## config.mk

```make
export PLATFORM = sky130hd
export DESIGN_NAME = spm_control_unit
export DESIGN_NICKNAME = d
export VERILOG_FILES = /design/src/rtl/spm_control_unit.sv
export SDC_FILE = /design/constraint.sdc
export NUM_CORES = 1
export LEC_CHECK = 0
export ABC_AREA = 1
export BUFFER_PORTS_ARGS = -buffer_cell sky130_fd_sc_hd__buf_2
export CORE_MARGIN = 2
export CORE_UTILIZATION = 38
export DETAILED_ROUTE_END_ITERATION = 16
export HOLD_SLACK_MARGIN = 0.1
export PLACE_DENSITY_LB_ADDON = 0.2
export RECOVER_POWER = 25
export SETUP_SLACK_MARGIN = 0.02
export SLEW_MARGIN = 20
export SYNTH_ARGS = -nofsm -noshare
export SYNTH_HDL_FRONTEND = slang
export SYNTH_SLANG_ARGS = --single-unit
```

## constraint.sdc

```tcl
create_clock -name clk -period 1.3 [get_ports clk]
set_clock_uncertainty 0.15 [all_clocks]
set_input_delay 0.13 -clock clk [delete_from_list [all_inputs] [get_ports clk]]
set_output_delay 0.13 -clock clk [all_outputs]
set_load 0.1 [all_outputs]
```

## src/rtl/spm_control_unit.sv

```systemverilog
`default_nettype none
// +--------------------------------------------------------------------------+
// | Module   : spm_control_unit                                              |
// | Purpose  : Fetch/decode/execute sequencer for the stored-program machine.|
// |            Optional macro CU_ILLEGAL_HALT_EN halts on opcodes 9-E.       |
// | Revision : 1.0                                                           |
// +--------------------------------------------------------------------------+
module spm_control_unit #(
  parameter int word_size = 8,
  parameter int op_size   = 4,
  parameter int Sel1_size = 3,
  parameter int Sel2_size = 2
) (
  input  logic                 clk,
  input  logic                 rst,
  input  logic [word_size-1:0] instruction,
  input  logic                 zero,
  output logic                 Load_R0,
  output logic                 Load_R1,
  output logic                 Load_R2,
  output logic                 Load_R3,
  output logic                 Load_PC,
  output logic                 Inc_PC,
  output logic                 Load_IR,
  output logic                 Load_Add_R,
  output logic                 Load_Reg_Y,
  output logic                 Load_Reg_Z,
  output logic [Sel1_size-1:0] Sel_Bus_1_Mux,
  output logic [Sel2_size-1:0] Sel_Bus_2_Mux,
  output logic                 write,
  output logic                 halted
);

  typedef enum logic [3:0] {
    S_idle = 4'd0,
    S_fet1 = 4'd1,
    S_fet2 = 4'd2,
    S_dec  = 4'd3,
    S_ex1  = 4'd4,
    S_rd1  = 4'd5,
    S_rd2  = 4'd6,
    S_wr1  = 4'd7,
    S_wr2  = 4'd8,
    S_br1  = 4'd9,
    S_br2  = 4'd10,
    S_halt = 4'd11
  } state_t;

  localparam logic [op_size-1:0] c_NOP  = op_size'(0);
  localparam logic [op_size-1:0] c_ADD  = op_size'(1);
  localparam logic [op_size-1:0] c_SUB  = op_size'(2);
  localparam logic [op_size-1:0] c_AND  = op_size'(3);
  localparam logic [op_size-1:0] c_NOT  = op_size'(4);
  localparam logic [op_size-1:0] c_RD   = op_size'(5);
  localparam logic [op_size-1:0] c_WR   = op_size'(6);
  localparam logic [op_size-1:0] c_BR   = op_size'(7);
  localparam logic [op_size-1:0] c_BRZ  = op_size'(8);
  localparam logic [op_size-1:0] c_HALT = op_size'(15);

  localparam logic [Sel1_size-1:0] c_SEL1_PC   = Sel1_size'(4);
  localparam logic [Sel2_size-1:0] c_SEL2_ALU  = Sel2_size'(0);
  localparam logic [Sel2_size-1:0] c_SEL2_BUS1 = Sel2_size'(1);
  localparam logic [Sel2_size-1:0] c_SEL2_MEM  = Sel2_size'(2);

  state_t               r_state;
  state_t               w_next;
  logic [op_size-1:0]   w_opcode;
  logic [1:0]           w_src;
  logic [1:0]           w_dest;
  logic [3:0]           w_load_r;

  assign w_opcode = instruction[word_size-1 -: op_size];
  assign w_src    = instruction[3:2];
  assign w_dest   = instruction[1:0];

  assign Load_R0 = w_load_r[0];
  assign Load_R1 = w_load_r[1];
  assign Load_R2 = w_load_r[2];
  assign Load_R3 = w_load_r[3];

  always_ff @(posedge clk or negedge rst) begin
    if (!rst) begin
      r_state <= S_idle;
    end else begin
      r_state <= w_next;
    end
  end

  always_comb begin
    w_next        = S_idle;
    w_load_r      = 4'b0000;
    Load_PC       = 1'b0;
    Inc_PC        = 1'b0;
    Load_IR       = 1'b0;
    Load_Add_R    = 1'b0;
    Load_Reg_Y    = 1'b0;
    Load_Reg_Z    = 1'b0;
    Sel_Bus_1_Mux = '0;
    Sel_Bus_2_Mux = '0;
    write         = 1'b0;
    halted        = 1'b0;

    case (r_state)
      S_idle: w_next = S_fet1;

      S_fet1: begin
        Sel_Bus_1_Mux = c_SEL1_PC;
        Sel_Bus_2_Mux = c_SEL2_BUS1;
        Load_Add_R    = 1'b1;
        w_next        = S_fet2;
      end

      S_fet2: begin
        Sel_Bus_2_Mux = c_SEL2_MEM;
        Load_IR       = 1'b1;
        Inc_PC        = 1'b1;
        w_next        = S_dec;
      end

      S_dec: begin
        case (w_opcode)
          c_NOP: w_next = S_fet1;
          c_ADD, c_SUB, c_AND: begin
            Sel_Bus_1_Mux = Sel1_size'(w_src);
            Sel_Bus_2_Mux = c_SEL2_BUS1;
            Load_Reg_Y    = 1'b1;
            w_next        = S_ex1;
          end
          c_NOT: begin
            Sel_Bus_1_Mux    = Sel1_size'(w_src);
            Sel_Bus_2_Mux    = c_SEL2_ALU;
            Load_Reg_Z       = 1'b1;
            w_load_r[w_dest] = 1'b1;
            w_next           = S_fet1;
          end
          // RD/WR/BR all start by pointing Add_R at the operand word
          c_RD, c_WR, c_BR: begin
            Sel_Bus_1_Mux = c_SEL1_PC;
            Sel_Bus_2_Mux = c_SEL2_BUS1;
            Load_Add_R    = 1'b1;
            w_next        = (w_opcode == c_RD) ? S_rd1 :
                            (w_opcode == c_WR) ? S_wr1 : S_br1;
          end
          c_BRZ: begin
            if (zero) begin
              Sel_Bus_1_Mux = c_SEL1_PC;
              Sel_Bus_2_Mux = c_SEL2_BUS1;
              Load_Add_R    = 1'b1;
              w_next        = S_br1;
            end else begin
              Inc_PC = 1'b1;
              w_next = S_fet1;
            end
          end
          c_HALT: w_next = S_halt;
          default: begin
`ifdef CU_ILLEGAL_HALT_EN
            w_next = S_halt;
`else
            w_next = S_fet1;
`endif
          end
        endcase
      end

      S_ex1: begin
        Sel_Bus_1_Mux    = Sel1_size'(w_dest);
        Sel_Bus_2_Mux    = c_SEL2_ALU;
        Load_Reg_Z       = 1'b1;
        w_load_r[w_dest] = 1'b1;
        w_next           = S_fet1;
      end

      S_rd1: begin
        Sel_Bus_2_Mux = c_SEL2_MEM;
        Load_Add_R    = 1'b1;
        Inc_PC        = 1'b1;
        w_next        = S_rd2;
      end

      S_rd2: begin
        Sel_Bus_2_Mux    = c_SEL2_MEM;
        w_load_r[w_dest] = 1'b1;
        w_next           = S_fet1;
      end

      S_wr1: begin
        Sel_Bus_2_Mux = c_SEL2_MEM;
        Load_Add_R    = 1'b1;
        Inc_PC        = 1'b1;
        w_next        = S_wr2;
      end

      S_wr2: begin
        Sel_Bus_1_Mux = Sel1_size'(w_src);
        write         = 1'b1;
        w_next        = S_fet1;
      end

      S_br1: begin
        Sel_Bus_2_Mux = c_SEL2_MEM;
        Load_Add_R    = 1'b1;
        w_next        = S_br2;
      end

      S_br2: begin
        Sel_Bus_2_Mux = c_SEL2_MEM;
        Load_PC       = 1'b1;
        w_next        = S_fet1;
      end

      S_halt: begin
        halted = 1'b1;
        w_next = S_halt;
      end

      default: w_next = S_idle;
    endcase
  end

endmodule
`default_nettype wire
```

==> impl_metrics.yaml, run 1 <==
floorplan:
  effective_utilization_at_floorplan: 0.403
  die-width_um: 40.9
  floorplan.rows: 13
  die_h_um: 40.9
  top_level_ports: 28
synthesis:
  yosys_register_bits: 4
  postSynthAreaPerCell_um2: 5.13
  yosys_warnings: 0
  synth_cell_types: 16
  mappedNetlistArea_um2: 518
  postSynthCellCount: 101
  synth_sequential_area_ratio: 0.193
  synth_nets: 112
placed_design:
  routabilityCongestion: 0.780
  numPortBuffers: 27
status:
  last-stage-reached: "detailed placement (3_5_place_dp)"
  outcome: "stopped before the end"
  first-error: "[ERROR DPL-0038] Utilization greater than 100%, impossible to legalize"
[per-stage QoR]
step	cell area (um^2)	hold WS, ps	std cells	setup TNS, ps	worst slack, ps
after floorplan	708	-316	101	-7260	-547
after global placement	1340	-213	172	-3330	-295
[synth_stat cells]
| cell type | instances | area share |
|---|---|---|
| sky130_fd_sc_hd__nand2_1 | 31 | 0.22 |
| sky130_fd_sc_hd__nor2_1 | 22 | 0.16 |
| sky130_fd_sc_hd__inv_1 | 17 | 0.12 |
| sky130_fd_sc_hd__nand3_1 | 10 | 0.097 |
| sky130_fd_sc_hd__o21ai_0 | 6 | 0.058 |
| sky130_fd_sc_hd__dfrtp_1 | 4 | 0.19 |
| sky130_fd_sc_hd__a21oi_1 | 2 | 0.019 |
| sky130_fd_sc_hd__a31oi_1 | 1 | 0.012 |
| sky130_fd_sc_hd__inv_2 | 1 | 0.0072 |
| sky130_fd_sc_hd__nand2_2 | 1 | 0.012 |
| sky130_fd_sc_hd__nor2_4 | 1 | 0.022 |
| sky130_fd_sc_hd__o211ai_1 | 1 | 0.014 |
| sky130_fd_sc_hd__o21ai_1 | 1 | 0.0097 |
| sky130_fd_sc_hd__o21ai_2 | 1 | 0.017 |
| sky130_fd_sc_hd__o21bai_1 | 1 | 0.014 |
| sky130_fd_sc_hd__o221ai_1 | 1 | 0.017 |
[cells by family after synthesis]
| family | count (synthesis) | share of synthesized area |
|---|---|---|
| buffers and inverters | 18 | 0.130 |
| DFF | 4 | 0.193 |
| AOI/OAI and AO/OA | 14 | 0.162 |
| and+or+nand+nor | 65 | 0.515 |
==> run 2: changes to the inputs <==
--- a/config.mk
+++ b/config.mk
@@ -7,13 +7,11 @@
 export LEC_CHECK = 0
 export ABC_AREA = 1
 export BUFFER_PORTS_ARGS = -buffer_cell sky130_fd_sc_hd__buf_2
-export CORE_MARGIN = 2
-export CORE_UTILIZATION = 38
+export CORE_AREA = 2 2 63 65
 export DETAILED_ROUTE_END_ITERATION = 16
-export HOLD_SLACK_MARGIN = 0.1
-export PLACE_DENSITY_LB_ADDON = 0.2
+export DIE_AREA = 0 0 65 67
+export PLACE_DENSITY_LB_ADDON = 0.15
 export RECOVER_POWER = 25
-export SETUP_SLACK_MARGIN = 0.02
 export SLEW_MARGIN = 20
 export SYNTH_ARGS = -nofsm -noshare
 export SYNTH_HDL_FRONTEND = slang
==> constraint.sdc (replaced) <==
create_clock -name clk -period 1.7 [get_ports clk]
set_clock_uncertainty 0.15 [all_clocks]
set_input_delay 0.17 -clock clk [delete_from_list [all_inputs] [get_ports clk]]
set_output_delay 0.17 -clock clk [all_outputs]
set_load 0.1 [all_outputs]
==> run 2 against run 1 <==
The flow now finishes, with violations (setup timing). Synthesized cell count is the same. Synthesized area stayed put.
==> impl_metrics.yaml, run 2 <==
synthesis:
  synth_nets: 112
  postSynthAreaPerCell_um2: 5.13
  synth.top_cell.area_share: 0.225
  synth_most_common_cell: "sky130_fd_sc_hd__nand2_1"
  synth_sequential_area_ratio: 0.193
  synth_edf_count: 0
  mappedNetlistArea_um2: 518
  synth_cell_types: 16
  postSynthCellCount: 101
  synth_area_leaders: "sky130_fd_sc_hd__nand2_1, sky130_fd_sc_hd__dfrtp_1, sky130_fd_sc_hd__nor2_1"
  ys_async_sr_fraction: 1.00
  synthDominantAreaCellType: "sky130_fd_sc_hd__nand2_1"
  yosys_warnings: 0
  synthFlopType: "sky130_fd_sc_hd__dfrtp_1"
  synth.top_cells.by_count: "sky130_fd_sc_hd__nand2_1, sky130_fd_sc_hd__nor2_1, sky130_fd_sc_hd__inv_1, sky130_fd_sc_hd__nand3_1, sky130_fd_sc_hd__o21ai_0"
  yosys_register_bits: 4
pwr:
  cellInternalPower_mw: 1.19
  power.leakage_nw: 0.657
  power_per_cell_area_nw_per_um2: 2020
  clock_power_share: 0.069
  power.share.combinational: 0.862
  swShare: 0.579
  worst_ir_drop_vdd_mv: 1.09
  power.share.sequential: 0.069
  switchingPower_mw: 1.64
global_routing:
  grt_pass1_wl_mm: 3.11
  grt_pass1_vias: 780
  antenna_found_initial: 0
  overflow: 0
  grt_use_total: 0.0901
  grt_max_degree: 8
timing:
  setup_slack_after_layout_ps: -141
  max_slew_margin: 0.811
  period_share: 1.08
  maxClockFrequency_mhz: 543
  setup_viol_count_final: 13
  min_period_ps: 1840
  maxSlewViolCount: 0
  worst_pin_slew_ps: 281
  final-hold-violation-count: 0
  rsz0062_at_grt: "true"
worst_setup_path:
  r2r_slack_ps: 190
  critical_path_required_ps: 1380
  crit_path_cell_chain: "inv_2, nand2_4, nor2_4, buf_6, nand2_2, o21ai_4, buf_12"
  critical_path.reg2reg.startpoint: "r_state[2]"
  worst-path-buf-inv: 3
  cpLargestDelayFamily: "flip-flops"
  worstSetupEndpointType: "output pin"
  critical_path.max_stage_delay_ps: 430
  highest_delay_cell_along_the_critical_path: "sky130_fd_sc_hd__dfrtp_2"
  crit_arrival_ps: 1520
  timing.rr.end: "r_state[0]"
  worstPathMaxFanout: 5
  worst_setup_path_start_kind: "flop"
  worst-r2r-cell-count: 7
  crit_path_category: "reg2out"
placed_design:
  numPortBuffers: 27
  pre_cts_setup_slack_ps: 36.3
  routabilityCongestion: 0.826
  dpl.hpwl_mm: 1.63
  place_inst: 187
cts:
  cts_made_buffers: 3
  cts.htree.levels: 1
  clk_pin_slew_ps: 30
  cts_tree: "built"
  cts_buffer_depth: 2
  clock_tree.root_cell: "sky130_fd_sc_hd__clkbuf_8"
  clkLatencyLatePin_ps: 210
  clock_sinks: 4
final_layout:
  post_route_cells_drive_above_1_share: 0.582
  fillers: 377
  most_common_cell_after_layout_fill_and_taps_aside: "sky130_fd_sc_hd__nand2_1"
  layout_common_cells: "sky130_fd_sc_hd__nand2_1, sky130_fd_sc_hd__buf_4, sky130_fd_sc_hd__buf_12"
  antenna-diode-count: 0
  biggestRegsByFlops: "r_state: 4 flops"
  flip_flop_count_of_the_largest_register_all_copies_and_words_added: 4
  area_growth_pct: 171
  num-nets-final: 166
  final_cell_count_no_fill: 201
  registers.top_by_ff_count: "r_state"
route:
  wire_per_inst_um: 9.93
  dr.pass1.iters: 4
  drt_antenna_net_count: 0
  drt-total-wl_mm: 2.00
  routed_via_count_divided_by_cell_count: 3.98
  drc: 0
  drtIter0Drc: 9
  vias: 800
min_path:
  hold_path.class: "in2async"
status:
  outcome: "complete, but fails checks"
  violations: "setup timing"
floorplan:
  floorplan.rows: 22
  die_h_um: 67
  top_level_ports: 28
  die-width_um: 65
  die_area_um2: 4360
  core_um2: 3610
  effective_utilization_at_floorplan: 0.144
job:
  timing.max_cap.violations: 0
-- run 2: power groups by stage --
stage / clock (mW) / combinational [mW] / sequential (mW)
final: 0.195 / 2.45 / 0.196
after global routing: 0.211 / 2.55 / 0.206
after CTS: 0.203 / 2.31 / 0.182
after detailed placement: 0 / 2.23 / 0.182
after global placement: 0 / 2.24 / 0.184
after floorplan: 0 / 1.40 / 0.178
-- run 2: layout make-up --
class | count | area [um^2] | share of cell area
Timing Repair Buffer | 49 | 564 | 0.402
Multi-Input combinational cell | 79 | 563 | 0.401
Sequential cell | 4 | 103 | 0.0730
Inverter | 18 | 73.8 | 0.0525
Tap cell | 48 | 60.1 | 0.0427
Clock buffer | 3 | 41.3 | 0.0294
-- run 2: logic make-up after synthesis --
kind of cell,after synthesis,synth area share
AND/OR/NAND/NOR,65,0.515
buffers and inverters,18,0.130
flip-flops,4,0.193
AO/OA/AOI/OAI,14,0.162
-- run 2: worst max-delay path by stage --
stage,start,cells after the start,endpoint,slack (ps)
6_report,r_state[2],7,Inc_PC,-140
4_1_cts,r_state[2],8,Load_R3,-130
5_1_grt,r_state[2],8,Load_R2,-220
3_3_place_gp,r_state[2],8,Load_R2,40
3_5_place_dp,r_state[2],8,Load_R2,40
2_1_floorplan,r_state[0],3,Sel_Bus_2_Mux[1],-220
-- run 2: per-layer routing --
| layer | vias up | routed length, um | GRT usage |
|---|---|---|---|
| li1 | 422 | - | - |
| met1 | 363 | 835 | 0.0998 |
| met2 | 15 | 1100 | 0.180 |
| met3 | 0 | 57 | 0.00845 |
| met4 | 0 | 0 | 0.0239 |
| met5 | - | 0 | 0 |
-- run 2: what timing repair did --
| action | CTS | global route |
|---|---|---|
| hold buffers | 1 | 0 |
| gates resized for setup | 4 | 19 |
| endpoints found under the hold margin | 4 | 0 |
| setup endpoints to repair | 12 | 14 |
| pin swaps | 5 | 8 |
| setup buffers | 4 | 6 |
-- run 2: worst register-to-register path, cell delays in order, from the launching register on --
cell and delay, ps:
sky130_fd_sc_hd__dfrtp_2 430, sky130_fd_sc_hd__inv_2 90, sky130_fd_sc_hd__nand2_4 60, sky130_fd_sc_hd__nor2_4 160, sky130_fd_sc_hd__buf_6 150, sky130_fd_sc_hd__buf_4 110
sky130_fd_sc_hd__o21ai_0 120, sky130_fd_sc_hd__a21oi_1 170
-- run 2: through the flow --
| stage | setup TNS, ps | utilization | cell area, um^2 | hold WS (ps) | power [mW] |
|---|---|---|---|---|---|
| global route | -2180 | 0.390 | 1410 | 178 | 2.96 |
| detailed placement | 0 | 0.332 | 1200 | -173 | 2.42 |
| finish | -1320 | 0.390 | 1410 | 160 | 2.84 |
| global placement | 0 | 0.332 | 1200 | -176 | 2.42 |
| CTS | -1260 | 0.359 | 1290 | 132 | 2.70 |
| floorplan | -2310 | - | 664 | -276 | 1.58 |
No activity file was read; power rests on OpenSTA's default activity.
==> run 3: changes to the inputs <==
--- a/config.mk
+++ b/config.mk
@@ -11,7 +11,6 @@
 export DETAILED_ROUTE_END_ITERATION = 16
 export DIE_AREA = 0 0 65 67
 export PLACE_DENSITY_LB_ADDON = 0.15
-export RECOVER_POWER = 25
 export SLEW_MARGIN = 20
 export SYNTH_ARGS = -nofsm -noshare
 export SYNTH_HDL_FRONTEND = slang
==> constraint.sdc (replaced) <==
create_clock -name clk -period 1.65 [get_ports clk]
set_clock_uncertainty 0.15 [all_clocks]
set_input_delay 0.165 -clock clk [delete_from_list [all_inputs] [get_ports clk]]
set_output_delay 0.165 -clock clk [all_outputs]
set_load 0.1 [all_outputs]
==> run 3 against run 2 <==
The flow still finishes with violations (setup timing). Core utilization rose by 3.0 points. Sequential cell count did not move. Global-route usage rose by 1.3 points. Combinational power rose by 13%. Sequential share of layout area fell by 0.69 points. Final cell count rose by 4.0%. Hold slack got worse by 24 ps. Register-to-register slack got worse by 170 ps. Clock power rose by 4%. Die area did not move. First-iteration DRC count rose by 100%. Final area rose by 7.7%. Largest power group unchanged. Highest routed layer is now met4.
==> impl_metrics.yaml, run 3 (synthesized netlist as in run 2, its figures left out) <==
pwr:
  power_per_cell_area_nw_per_um2: 2090
  power.leakage_nw: 0.695
  fin_total_pwr_mw: 3.16
  worst_ir_drop_vdd_mv: 1.14
timing:
  worst_hold_slack_ps: 136
  final-hold-violation-count: 0
  setup_slack_after_layout_ps: -205
  max_slew_margin: 0.834
  maxClockFrequency_mhz: 539
  min_period_ps: 1850
  maxSlewViolCount: 0
  period_share: 1.12
  worst_pin_slew_ps: 246
  setup_viol_count_final: 15
  rsz0062_at_grt: "true"
worst_setup_path:
  worst_setup_path_start_kind: "flop"
  critical_path.max_stage_delay_ps: 430
  crit_arrival_ps: 1540
  timing.rr.end: "r_state[1]"
  worst-path-buf-inv: 1
  worst-r2r-cell-count: 8
  worstPathMaxFanout: 5
  cpLargestDelayFamily: "simple AND/OR/NAND/NOR gates"
  crit_path_category: "reg2out"
  crit_path_cell_chain: "nand2_2, nor2_4, nand2_2, o21ai_4, nand2_4, nor2_4, buf_12"
  r2r_slack_ps: 20
  highest_delay_cell_along_the_critical_path: "sky130_fd_sc_hd__dfrtp_1"
  worstSetupEndpointType: "output pin"
  critical_path_required_ps: 1330
  critical_path.reg2reg.startpoint: "r_state[0]"
global_routing:
  grt_pass1_vias: 891
  overflow: 0
  grt_use_total: 0.103
  antenna_found_initial: 0
  grt_max_degree: 6
  grt_pass1_wl_mm: 3.53
route:
  vias: 863
  drtIter0Drc: 18
  drt_antenna_net_count: 0
  met3_routed_length_um: 94
  detailroute.wirelength.met2_mm: 1.31
  routed_via_count_divided_by_cell_count: 4.13
  dr.pass1.iters: 4
  metal1_wirelength_um: 816
  drt-total-wl_mm: 2.26
  wire_per_inst_um: 10.8
  drc: 0
  routed.top_layer: "met4"
cts:
  clkLatencyLatePin_ps: 210
  clk_pin_slew_ps: 30
  clock_tree.root_cell: "sky130_fd_sc_hd__clkbuf_8"
  cts_tree: "built"
  cts.htree.levels: 1
  clock_sinks: 4
  cts_buffer_depth: 2
  cts_made_buffers: 3
placed_design:
  dpl.hpwl_mm: 1.75
  routabilityCongestion: 0.823
  detailed_place.area_um2: 1290
  numPortBuffers: 27
floorplan:
  die_area_um2: 4360
  top_level_ports: 28
  die-width_um: 65
  floorplan.rows: 22
  die_h_um: 67
  core_um2: 3610
  effective_utilization_at_floorplan: 0.144
final_layout:
  area_growth_pct: 192
  layout_common_cells: "sky130_fd_sc_hd__buf_4, sky130_fd_sc_hd__nand2_1, sky130_fd_sc_hd__buf_12"
  num-nets-final: 174
  registers.top_by_ff_count: "r_state"
  antenna-diode-count: 0
  final_area_um2: 1510
  flip_flop_count_of_the_largest_register_all_copies_and_words_added: 4
  most_common_cell_after_layout_fill_and_taps_aside: "sky130_fd_sc_hd__buf_4"
  post_route_cells_drive_above_1_share: 0.634
  biggestRegsByFlops: "r_state: 4 flops"
job:
  timing.max_cap.violations: 0
status:
  violations: "setup timing"
  outcome: "complete, but fails checks"
min_path:
  hold_path.class: "in2async"
run 3: worst max path at each step:
stage | from | endpoint | slack [ps] | depth (start not counted)
2_1_floorplan | r_state[3] | Sel_Bus_1_Mux[0] | -240 | 8
3_3_place_gp | r_state[2] | Load_R3 | 9 | 8
3_5_place_dp | r_state[2] | Load_R3 | -30 | 8
4_1_cts | r_state[2] | Load_R2 | -190 | 8
5_1_grt | r_state[2] | Load_R3 | -270 | 8
6_report | r_state[1] | Load_R3 | -200 | 7
run 3: layout make-up:
type / instances / area, um^2
fill: 376 / 2090
timing repair buffer: 57 / 626
multi-input combinational: 79 / 616
sequential: 4 / 100
inverter: 18 / 71.3
tap: 48 / 60.1
clock buffer: 3 / 41.3
run 3: power breakdown:
group,switching [mW],internal (mW)
clock,0.0470,0.155
sequential,0.0506,0.139
combinational,1.69,1.08
run 3: metal layers:
metal  vias to the layer above  GRT usage
met2                        21      0.196
met5                         -          0
li1                        438          -
met4                         0     0.0559
met3                         4     0.0203
met1                       400      0.106
run 3: worst register-to-register path, delay by kind of cell (launching register included):
kind / cells / cell delay (ps)
buffers and inverters: 4 / 480
AND/OR/NAND/NOR: 3 / 360
AO/OA/AOI/OAI: 1 / 120
flip-flops: 1 / 390
run 3: what timing repair did:
action | in CTS | in global routing
hold buffers | 1 | 0
setup buffers | 7 | 1
hold endpoints to repair | 4 | 0
pin swaps | 4 | 8
setup endpoints to repair | 15 | 17
resized for setup | 12 | 18
run 3: through the flow:
step	setup TNS (ps)	setup WS, ps	util	std cells
global route	-3040	-266	0.420	209
CTS	-1970	-191	0.396	208
finish	-2160	-205	0.420	209
detailed placement	-123	-34.0	0.357	197
floorplan	-2280	-244	-	101
global placement	0	9.32	0.357	197
==> run 4: changes to the inputs <==
--- a/config.mk
+++ b/config.mk
@@ -11,6 +11,7 @@
 export DETAILED_ROUTE_END_ITERATION = 16
 export DIE_AREA = 0 0 65 67
 export PLACE_DENSITY_LB_ADDON = 0.15
+export RECOVER_POWER = 25
 export SLEW_MARGIN = 20
 export SYNTH_ARGS = -nofsm -noshare
 export SYNTH_HDL_FRONTEND = slang
==> run 4 against run 3 <==
The flow still finishes with violations (setup timing). Routed wire length fell by 0.13%. Critical endpoint unchanged. Sequential cell count is the same. Worst setup slack about the same.
==> impl_metrics.yaml, run 4 (synthesized netlist as in run 2, its figures left out) <==
status:
  outcome: "complete, but fails checks"
  violations: "setup timing"
worst_setup_path:
  worst-r2r-cell-count: 8
  worstPathMaxFanout: 5
  r2r_slack_ps: 20
  critical_path_required_ps: 1330
  crit_path_category: "reg2out"
  crit_arrival_ps: 1540
  crit_path_cell_chain: "nand2_2, nor2_4, nand2_2, o21ai_4, nand2_4, nor2_4, buf_12"
  cpLargestDelayFamily: "simple AND/OR/NAND/NOR gates"
  highest_delay_cell_along_the_critical_path: "sky130_fd_sc_hd__dfrtp_1"
  worst_setup_path_start_kind: "flop"
  critical_path.reg2reg.startpoint: "r_state[0]"
  timing.rr.end: "r_state[1]"
  critical_path.max_stage_delay_ps: 430
  worstSetupEndpointType: "output pin"
  worst-path-buf-inv: 1
floorplan:
  top_level_ports: 28
  die-width_um: 65
  floorplan.rows: 22
  die_h_um: 67
  effective_utilization_at_floorplan: 0.144
  die_area_um2: 4360
  core_um2: 3610
placed_design:
  routabilityCongestion: 0.823
  pre_cts_setup_slack_ps: -34.0
  dpl.hpwl_mm: 1.75
  numPortBuffers: 27
  detailed_place.area_um2: 1290
pwr:
  power.leakage_nw: 0.692
  power_per_cell_area_nw_per_um2: 2090
  worst_ir_drop_vdd_mv: 1.14
  fin_total_pwr_mw: 3.16
global_routing:
  grt_pass1_wl_mm: 3.53
  grt_use_total: 0.103
  grt_max_degree: 6
  grt_pass1_vias: 891
  antenna_found_initial: 0
  overflow: 0
timing:
  setup_viol_count_final: 15
  maxSlewViolCount: 0
  rsz0062_at_grt: "true"
  min_period_ps: 1860
  final-hold-violation-count: 0
  max_slew_margin: 0.834
  finalSetupTns_ps: -2160
  period_share: 1.12
  worst_pin_slew_ps: 246
  setup_slack_after_layout_ps: -205
  maxClockFrequency_mhz: 539
cts:
  cts_made_buffers: 3
  cts_buffer_depth: 2
  clkLatencyLatePin_ps: 210
  clk_pin_slew_ps: 30
  cts.htree.levels: 1
  cts_tree: "built"
  clock_tree.root_cell: "sky130_fd_sc_hd__clkbuf_8"
  clock_sinks: 4
route:
  wire_per_inst_um: 10.8
  dr.pass1.iters: 4
  drt_antenna_net_count: 0
  drtIter0Drc: 18
  drt-total-wl_mm: 2.26
  vias: 864
  drc: 0
  routed_via_count_divided_by_cell_count: 4.13
final_layout:
  num-nets-final: 174
  area_growth_pct: 192
  biggestRegsByFlops: "r_state: 4 flops"
  most_common_cell_after_layout_fill_and_taps_aside: "sky130_fd_sc_hd__buf_4"
  registers.top_by_ff_count: "r_state"
  layout_common_cells: "sky130_fd_sc_hd__buf_4, sky130_fd_sc_hd__nand2_1, sky130_fd_sc_hd__buf_12"
  flip_flop_count_of_the_largest_register_all_copies_and_words_added: 4
  antenna-diode-count: 0
  post_route_cells_drive_above_1_share: 0.627
  final_area_um2: 1510
min_path:
  hold_path.class: "in2async"
job:
  timing.max_cap.violations: 0
## run 4: cell types whose count changed in the layout (fill, tap and decap cells not counted), sizes merged
cell	delta
buf	-1
clkbuf	+1
## run 4: worst max path at each step
stage | startpoint | endpoint | slack (ps) | cells after the start
5_1_grt | r_state[2] | Load_R3 | -270 | 8
2_1_floorplan | r_state[3] | Sel_Bus_1_Mux[0] | -240 | 8
3_3_place_gp | r_state[2] | Load_R3 | 9 | 8
3_5_place_dp | r_state[2] | Load_R3 | -30 | 8
6_report | r_state[1] | Load_R3 | -210 | 7
4_1_cts | r_state[2] | Load_R2 | -190 | 8
## run 4: power by group
group	leakage [nW]	internal, mW	total, mW	switching (mW)
sequential	0.0505	0.139	0.189	0.0505
combinational	0.620	1.08	2.77	1.69
clock	0.0216	0.155	0.202	0.0471
total	0.692	1.37	3.16	1.79
## run 4: repair_timing
item,in CTS,in global routing
hold buffers,1,0
hold endpoints to repair,4,0
setup endpoints to repair,15,17
pin swaps,4,8
resized for setup,12,18
setup buffers,7,1
## run 4: worst register-to-register path: cells and delay by family, from the launching register on
family,cells,cell delay [ps]
flip-flops,1,390
buffers and inverters,4,480
AO/OA/AOI/OAI,1,120
AND/OR/NAND/NOR,3,360
## run 4: layout make-up
class	count	area, um^2
Fill cell	377	2090
Timing Repair Buffer	57	624
Multi-Input combinational cell	79	616
Sequential cell	4	100
Inverter	18	71.3
Tap cell	48	60.1
Clock buffer	3	41.3
## run 4: routing by layer
| layer | part of all wire | global-route usage |
|---|---|---|
| met1 | 0.36 | 0.106 |
| met2 | 0.58 | 0.196 |
| met3 | 0.042 | 0.0203 |
| met4 | 0.018 | 0.0559 |
| met5 | 0 | 0 |
## run 4: metrics by stage
| stage | hold slack [ps] | std cells | util |
|---|---|---|---|
| finish | 161 | 209 | 0.420 |
| global route | 196 | 209 | 0.420 |
| CTS | 137 | 208 | 0.396 |
| detailed placement | -175 | 197 | 0.357 |
| global placement | -176 | 197 | 0.357 |
| floorplan | -281 | 101 | - |
